===== src/rtl/clock_rate_scheduler_if.sv =====
// Control/status bundle of the clock rate scheduler: run/burst requests,
// config handshake and the divided-clock status outputs.
interface clock_rate_scheduler_if;
  localparam int unsigned LIMIT_W = 32;
  localparam int unsigned BURST_W = 16;

  logic               run;
  logic               burst_start;
  logic [BURST_W-1:0] burst_count;
  logic               cfg_valid;
  logic [LIMIT_W-1:0] cfg_limit;
  logic               cfg_ready;
  logic               clkout;
  logic               tick;
  logic               busy;
  logic [LIMIT_W-1:0] cur_limit;

  modport master (
    output run, burst_start, burst_count, cfg_valid, cfg_limit,
    input  cfg_ready, clkout, tick, busy, cur_limit
  );

  modport slave (
    input  run, burst_start, burst_count, cfg_valid, cfg_limit,
    output cfg_ready, clkout, tick, busy, cur_limit
  );
endinterface


===== src/rtl/clock_rate_scheduler.sv =====
// Programmable half-period divider with glitch-free rate changes at period
// boundaries and free-run / graceful-stop / N-pulse burst sequencing.
module clock_rate_scheduler #(
  parameter int unsigned CLK_HZ     = 50000000,
  parameter int unsigned DEFAULT_HZ = 1000
) (
  input logic                   clkin,
  input logic                   rst_n,
  clock_rate_scheduler_if.slave bus
);
  localparam int unsigned LIMIT_W = 32;
  localparam int unsigned BURST_W = 16;
  localparam int unsigned CMP_W   = LIMIT_W + 1;
  localparam logic [LIMIT_W-1:0] RESET_LIMIT = LIMIT_W'(CLK_HZ / 2 / DEFAULT_HZ);

  typedef enum logic [1:0] {IDLE, FREE, STOPPING, BURST} state_t;

  state_t             state;
  logic [LIMIT_W-1:0] cnt;
  logic [LIMIT_W-1:0] cur_limit_q;
  logic [LIMIT_W-1:0] pend;
  logic [BURST_W-1:0] rem;
  logic               clkout_q;
  logic               tick_q;
  logic               busy_q;
  logic               cfg_ready_q;
  logic               wrap_c;
  logic               counting_c;
  logic               rise_c;
  logic               fall_c;

  // Widened compare so cnt+1 cannot wrap when cur_limit is at its maximum.
  assign wrap_c     = (CMP_W'(cnt) + CMP_W'(1)) >= CMP_W'(cur_limit_q);
  // FREE with run dropped during the low phase stops at once instead of counting.
  assign counting_c = (state == STOPPING) || (state == BURST) ||
                      ((state == FREE) && (bus.run || clkout_q));
  assign rise_c     = counting_c && wrap_c && !clkout_q;
  assign fall_c     = counting_c && wrap_c && clkout_q;

  always_ff @(posedge clkin) begin
    if (!rst_n) begin
      state       <= IDLE;
      cnt         <= '0;
      cur_limit_q <= RESET_LIMIT;
      pend        <= '0;
      rem         <= '0;
      clkout_q    <= 1'b0;
      tick_q      <= 1'b0;
      busy_q      <= 1'b0;
      cfg_ready_q <= 1'b1;
    end else begin
      tick_q <= rise_c;

      // A low cfg_ready doubles as the "config pending" flag.
      if (bus.cfg_valid && cfg_ready_q) begin
        pend        <= (bus.cfg_limit == '0) ? LIMIT_W'(1) : bus.cfg_limit;
        cfg_ready_q <= 1'b0;
      end

      if (counting_c) begin
        if (wrap_c) begin
          cnt      <= '0;
          clkout_q <= ~clkout_q;
        end else begin
          cnt <= cnt + LIMIT_W'(1);
        end
      end

      // Rate changes land only on a falling toggle, i.e. a full-period boundary.
      if (fall_c && !cfg_ready_q) begin
        cur_limit_q <= pend;
        cfg_ready_q <= 1'b1;
      end

      if (rise_c && (state == BURST)) rem <= rem - BURST_W'(1);

      unique case (state)
        IDLE: begin
          cnt      <= '0;
          clkout_q <= 1'b0;
          if (!cfg_ready_q) begin
            cur_limit_q <= pend;
            cfg_ready_q <= 1'b1;
          end
          if (bus.run) begin
            state  <= FREE;
            busy_q <= 1'b1;
          end else if (bus.burst_start && (bus.burst_count != '0)) begin
            state  <= BURST;
            busy_q <= 1'b1;
            rem    <= bus.burst_count;
          end
        end
        FREE: begin
          if (!bus.run) begin
            if (!clkout_q || fall_c) begin
              state  <= IDLE;
              busy_q <= 1'b0;
              cnt    <= '0;
            end else begin
              state <= STOPPING;
            end
          end
        end
        STOPPING: begin
          if (fall_c) begin
            state  <= IDLE;
            busy_q <= 1'b0;
          end
        end
        BURST: begin
          if (fall_c && (rem == '0)) begin
            state  <= IDLE;
            busy_q <= 1'b0;
          end
        end
      endcase
    end
  end

  assign bus.clkout    = clkout_q;
  assign bus.tick      = tick_q;
  assign bus.busy      = busy_q;
  assign bus.cfg_ready = cfg_ready_q;
  assign bus.cur_limit = cur_limit_q;
endmodule


===== src/flat_wrapper.sv =====
// flat-port wrapper written by rule: the top's interface ports become plain ports
module clock_rate_scheduler_flat 
#(
  parameter int unsigned CLK_HZ     = 50000000,
  parameter int unsigned DEFAULT_HZ = 1000
)
  (clkin, rst_n, bus_run, bus_burst_start, bus_burst_count, bus_cfg_valid, bus_cfg_limit, bus_cfg_ready, bus_clkout, bus_tick, bus_busy, bus_cur_limit);
  clock_rate_scheduler_if bus_i ();
  input logic clkin;
  input logic rst_n;
  input wire logic [$bits(bus_i.run)-1:0] bus_run;
  input wire logic [$bits(bus_i.burst_start)-1:0] bus_burst_start;
  input wire logic [$bits(bus_i.burst_count)-1:0] bus_burst_count;
  input wire logic [$bits(bus_i.cfg_valid)-1:0] bus_cfg_valid;
  input wire logic [$bits(bus_i.cfg_limit)-1:0] bus_cfg_limit;
  output wire logic [$bits(bus_i.cfg_ready)-1:0] bus_cfg_ready;
  output wire logic [$bits(bus_i.clkout)-1:0] bus_clkout;
  output wire logic [$bits(bus_i.tick)-1:0] bus_tick;
  output wire logic [$bits(bus_i.busy)-1:0] bus_busy;
  output wire logic [$bits(bus_i.cur_limit)-1:0] bus_cur_limit;
  assign bus_i.run = bus_run;
  assign bus_i.burst_start = bus_burst_start;
  assign bus_i.burst_count = bus_burst_count;
  assign bus_i.cfg_valid = bus_cfg_valid;
  assign bus_i.cfg_limit = bus_cfg_limit;
  assign bus_cfg_ready = bus_i.cfg_ready;
  assign bus_clkout = bus_i.clkout;
  assign bus_tick = bus_i.tick;
  assign bus_busy = bus_i.busy;
  assign bus_cur_limit = bus_i.cur_limit;
  clock_rate_scheduler #(.CLK_HZ(CLK_HZ), .DEFAULT_HZ(DEFAULT_HZ)) u_core (.clkin(clkin), .rst_n(rst_n), .bus(bus_i));
endmodule

===== config.mk =====
export PLATFORM = sky130hd
export DESIGN_NAME = clock_rate_scheduler_flat
export DESIGN_NICKNAME = d
export VERILOG_FILES = /design/src/rtl/clock_rate_scheduler_if.sv /design/src/rtl/clock_rate_scheduler.sv /design/src/flat_wrapper.sv
export SDC_FILE = /design/constraint.sdc
export NUM_CORES = 1
export LEC_CHECK = 0
export ABC_AREA = 0
export CORE_MARGIN = 2
export CORE_UTILIZATION = 55
export CTS_CLUSTER_SIZE = 40
export DETAILED_ROUTE_END_ITERATION = 10
export GPL_TIMING_DRIVEN = 0
export PLACE_DENSITY_LB_ADDON = 0.12
export SYNTH_ARGS = -nofsm -noshare
export SYNTH_HDL_FRONTEND = slang
export SYNTH_SLANG_ARGS = --single-unit

===== constraint.sdc =====
create_clock -name clkin -period 8.7 [get_ports clkin]
set_clock_uncertainty 0.15 [all_clocks]
set_input_delay 1.74 -clock clkin [delete_from_list [all_inputs] [get_ports clkin]]
set_output_delay 1.74 -clock clkin [all_outputs]
set_load 0.01 [all_outputs]

==> impl_metrics.json <==
{
  "cts_resized": 0,
  "drtIter0Drc": 371,
  "via_count": 5568,
  "async_flop_share": 0,
  "ys_seq_area_frac": 0.392,
  "synth_flop_cell": "dfxtp_1",
  "final_common_cell": "nand2_1",
  "synth-edff-count": 0,
  "numClockSinks": 118,
  "worst_slew_pin_slew_ns": 1.11,
  "fin_ws_ns": 3.67,
  "gr-total-overflow": 0,
  "synth_nets": 812,
  "port_buffers": 88,
  "period_minus_slack_ns": 5.03,
  "cts_max_path_buffers": 2,
  "critical_path_class": "reg -> reg",
  "netlist_instances": 725,
  "status": "finished clean",
  "rows": 38,
  "drc": 0,
  "critPathRequiredTime_ns": 8.99,
  "rsz0062_at_grt": "false",
  "cp_top_family": "simple AND/OR/NAND/NOR gates",
  "cts_setup_buffers": 0,
  "setup_viol": 0,
  "synthesis.area_per_instance_um2": 8.31,
  "antenna_found_initial": 0,
  "critPathMaxStageDelay_ns": 0.68,
  "top_layer_used": "met4",
  "cts_tree": "built",
  "grt_util_all_layers": 0.284,
  "cts_hold_buf": 0,
  "startpoint_type": "flip-flop",
  "nFillCells": 873,
  "max_cap_viol_count": 0,
  "synth_area_mm2": 0.00602,
  "p_leak_nw": 2.91,
  "yosysWarnings": 0,
  "slew_violations": 0,
  "crit_fanout": 10,
  "power_density_mw_per_mm2": 187,
  "firstDrtPassIters": 5,
  "core_area_mm2": 0.0107,
  "area_delta_synth_final_pct": 27.2,
  "ios": 89,
  "dieArea_mm2": 0.0118,
  "grt_pass1_wl_um": 26000,
  "peakVddDrop_mv": 0.123,
  "ant_nets": 0,
  "critPathArrivalTime_ns": 5.33,
  "post_dp_cell_area_mm2": 0.00708,
  "ys_ff_latch": 118,
  "final_cell_mix": "nand2_1 (145), dfxtp_1 (118), clkdlybuf4s50_1 (88), a21oi_1 (54), nor2_1 (39)",
  "critical_path.slowest_cell": "o2bb2ai_1",
  "antenna-diode-count": 0,
  "vias_per_cell": 5.65,
  "fin_nets": 919,
  "wl_per_cell_um": 16.2,
  "worstPathCellList": "ha_1 > and3_1 > nand4_4 > nor2_1 > nand3_1 > nor2_1 > xor2_1 > ha_1 > nand4_1 > nor4_2 > nand2_1 > o2bb2ai_1 > nor2_2 > o31ai_4 > buf_6 > mux2i_1",
  "grt_pass1_vias": 5367,
  "cts_root_buf": "clkbuf_8",
  "hold_viol": 0,
  "cts_max_level": 4,
  "synthDistinctLibCells": 53,
  "dpl_worst_slack_ns": 3.84,
  "final_cell_area_mm2": 0.00766,
  "drive_gt1_frac": 0.0568,
  "grt_max_degree": 17,
  "wl_met1_um": 7170,
  "worstSkewPairLatency_ns": 0.54,
  "die_y_um": 109,
  "initial_core_util": 0.561,
  "max_slew_margin": 0.254,
  "fmax_ghz": 0.199,
  "wl_met2_um": 7530,
  "numCtsBuffers": 17,
  "met3_length_um": 1000,
  "hpwl_um": 12100,
  "gp_congestion": 0.899,
  "seqCellArea_mm2": 0.00236,
  "clkSlewWorstSetupHoldPaths_ns": 0.06,
  "fin_crit_sh": 0.579,
  "setup_tns_ns": 0,
  "critPathCaptureType": "flip-flop",
  "fp.dieW_um": 109,
  "totalWireLength_um": 15900,
  "critical_path.n_buffers_inverters": 1,
  "multi_input_area_mm2": 0.00337,
  "hold_path.class": "reg -> reg"
}
cell usage after synthesis, types with 6 or more instances:
library cell / n / area, um^2
xnor2_1: 22 / 193
a21oi_1: 54 / 270
ha_1: 34 / 425
clkbuf_1: 25 / 93.8
nand2_1: 145 / 544
or4_1: 10 / 75.1
nor2_1: 39 / 146
dfxtp_1: 118 / 2360
and4_1: 7 / 61.3
nor3_1: 12 / 60.1
xor2_1: 15 / 131
mux2i_1: 35 / 350
inv_1: 37 / 139
nand3_1: 23 / 115
a211oi_1: 6 / 45.0
nor2b_1: 30 / 188
o211ai_1: 6 / 45.0
nor4_1: 10 / 62.6
o21ai_0: 18 / 90.1
nand4_1: 14 / 87.6
worst paths after layout:
kind / startpoint / to / slack [ns] / cells past startpoint
worst max register to register: u_core.cnt[0]$_SDFF_PN0_ / flip-flop / 3.67 / 16
worst min-delay path: u_core.pend[29]$_SDFFE_PN0P_ / u_core.pend[29]$_SDFFE_PN0P_ / 0.30 / 2
worst min register to register: u_core.pend[29]$_SDFFE_PN0P_ / u_core.pend[29]$_SDFFE_PN0P_ / 0.30 / 2
worst max-delay path: u_core.cnt[0]$_SDFF_PN0_ / flip-flop / 3.67 / 16
worst min-delay path, stage by stage (launching register included):
cell	delay [ns]
dfxtp_1	0.31
nand2_1	0.05
a21oi_1	0.05
report_power, final:
group / switching (mW) / internal (mW) / total, mW / leakage (nW)
combinational: 0.0878 / 0.0733 / 0.161 / 1.68
clock: 0.257 / 0.429 / 0.686 / 0.272
sequential: 0.0193 / 0.564 / 0.583 / 0.961
per-layer routing:
layer	track usage	up-vias
met5	0	-
met2	0.469	179
met4	0.0852	0
li1	-	2731
met1	0.371	2635
met3	0.0652	23
layout make-up:
class,count,area share
Multi-Input combinational cell,537,0.439
Buffer,32,0.0199
Clock buffer,21,0.0599
Clock inverter,11,0.0163
Sequential cell,118,0.308
Inverter,38,0.0186
Timing Repair Buffer,88,0.115
Tap cell,140,0.0229
through the flow:
step	util	hold slack [ns]	total power [mW]	std cells
floorplan	-	0.287	0.681	725
global placement	0.659	0.294	0.748	953
detailed placement	0.659	0.298	0.752	953
CTS	0.713	0.306	1.43	985
global route	0.713	0.325	1.47	985
finish	0.713	0.302	1.43	985
logic make-up after synthesis:
logic type / after synthesis / synth area share
AOI/OAI and AO/OA: 121 / 0.129
xor gates and xnor gates: 37 / 0.0538
adders and majority gates: 34 / 0.0706
buffers and inverters: 70 / 0.0490
DFF: 118 / 0.392
muxes: 35 / 0.0582
and+or+nand+nor: 310 / 0.248
Note: power is estimated with default switching activity, not from simulation.
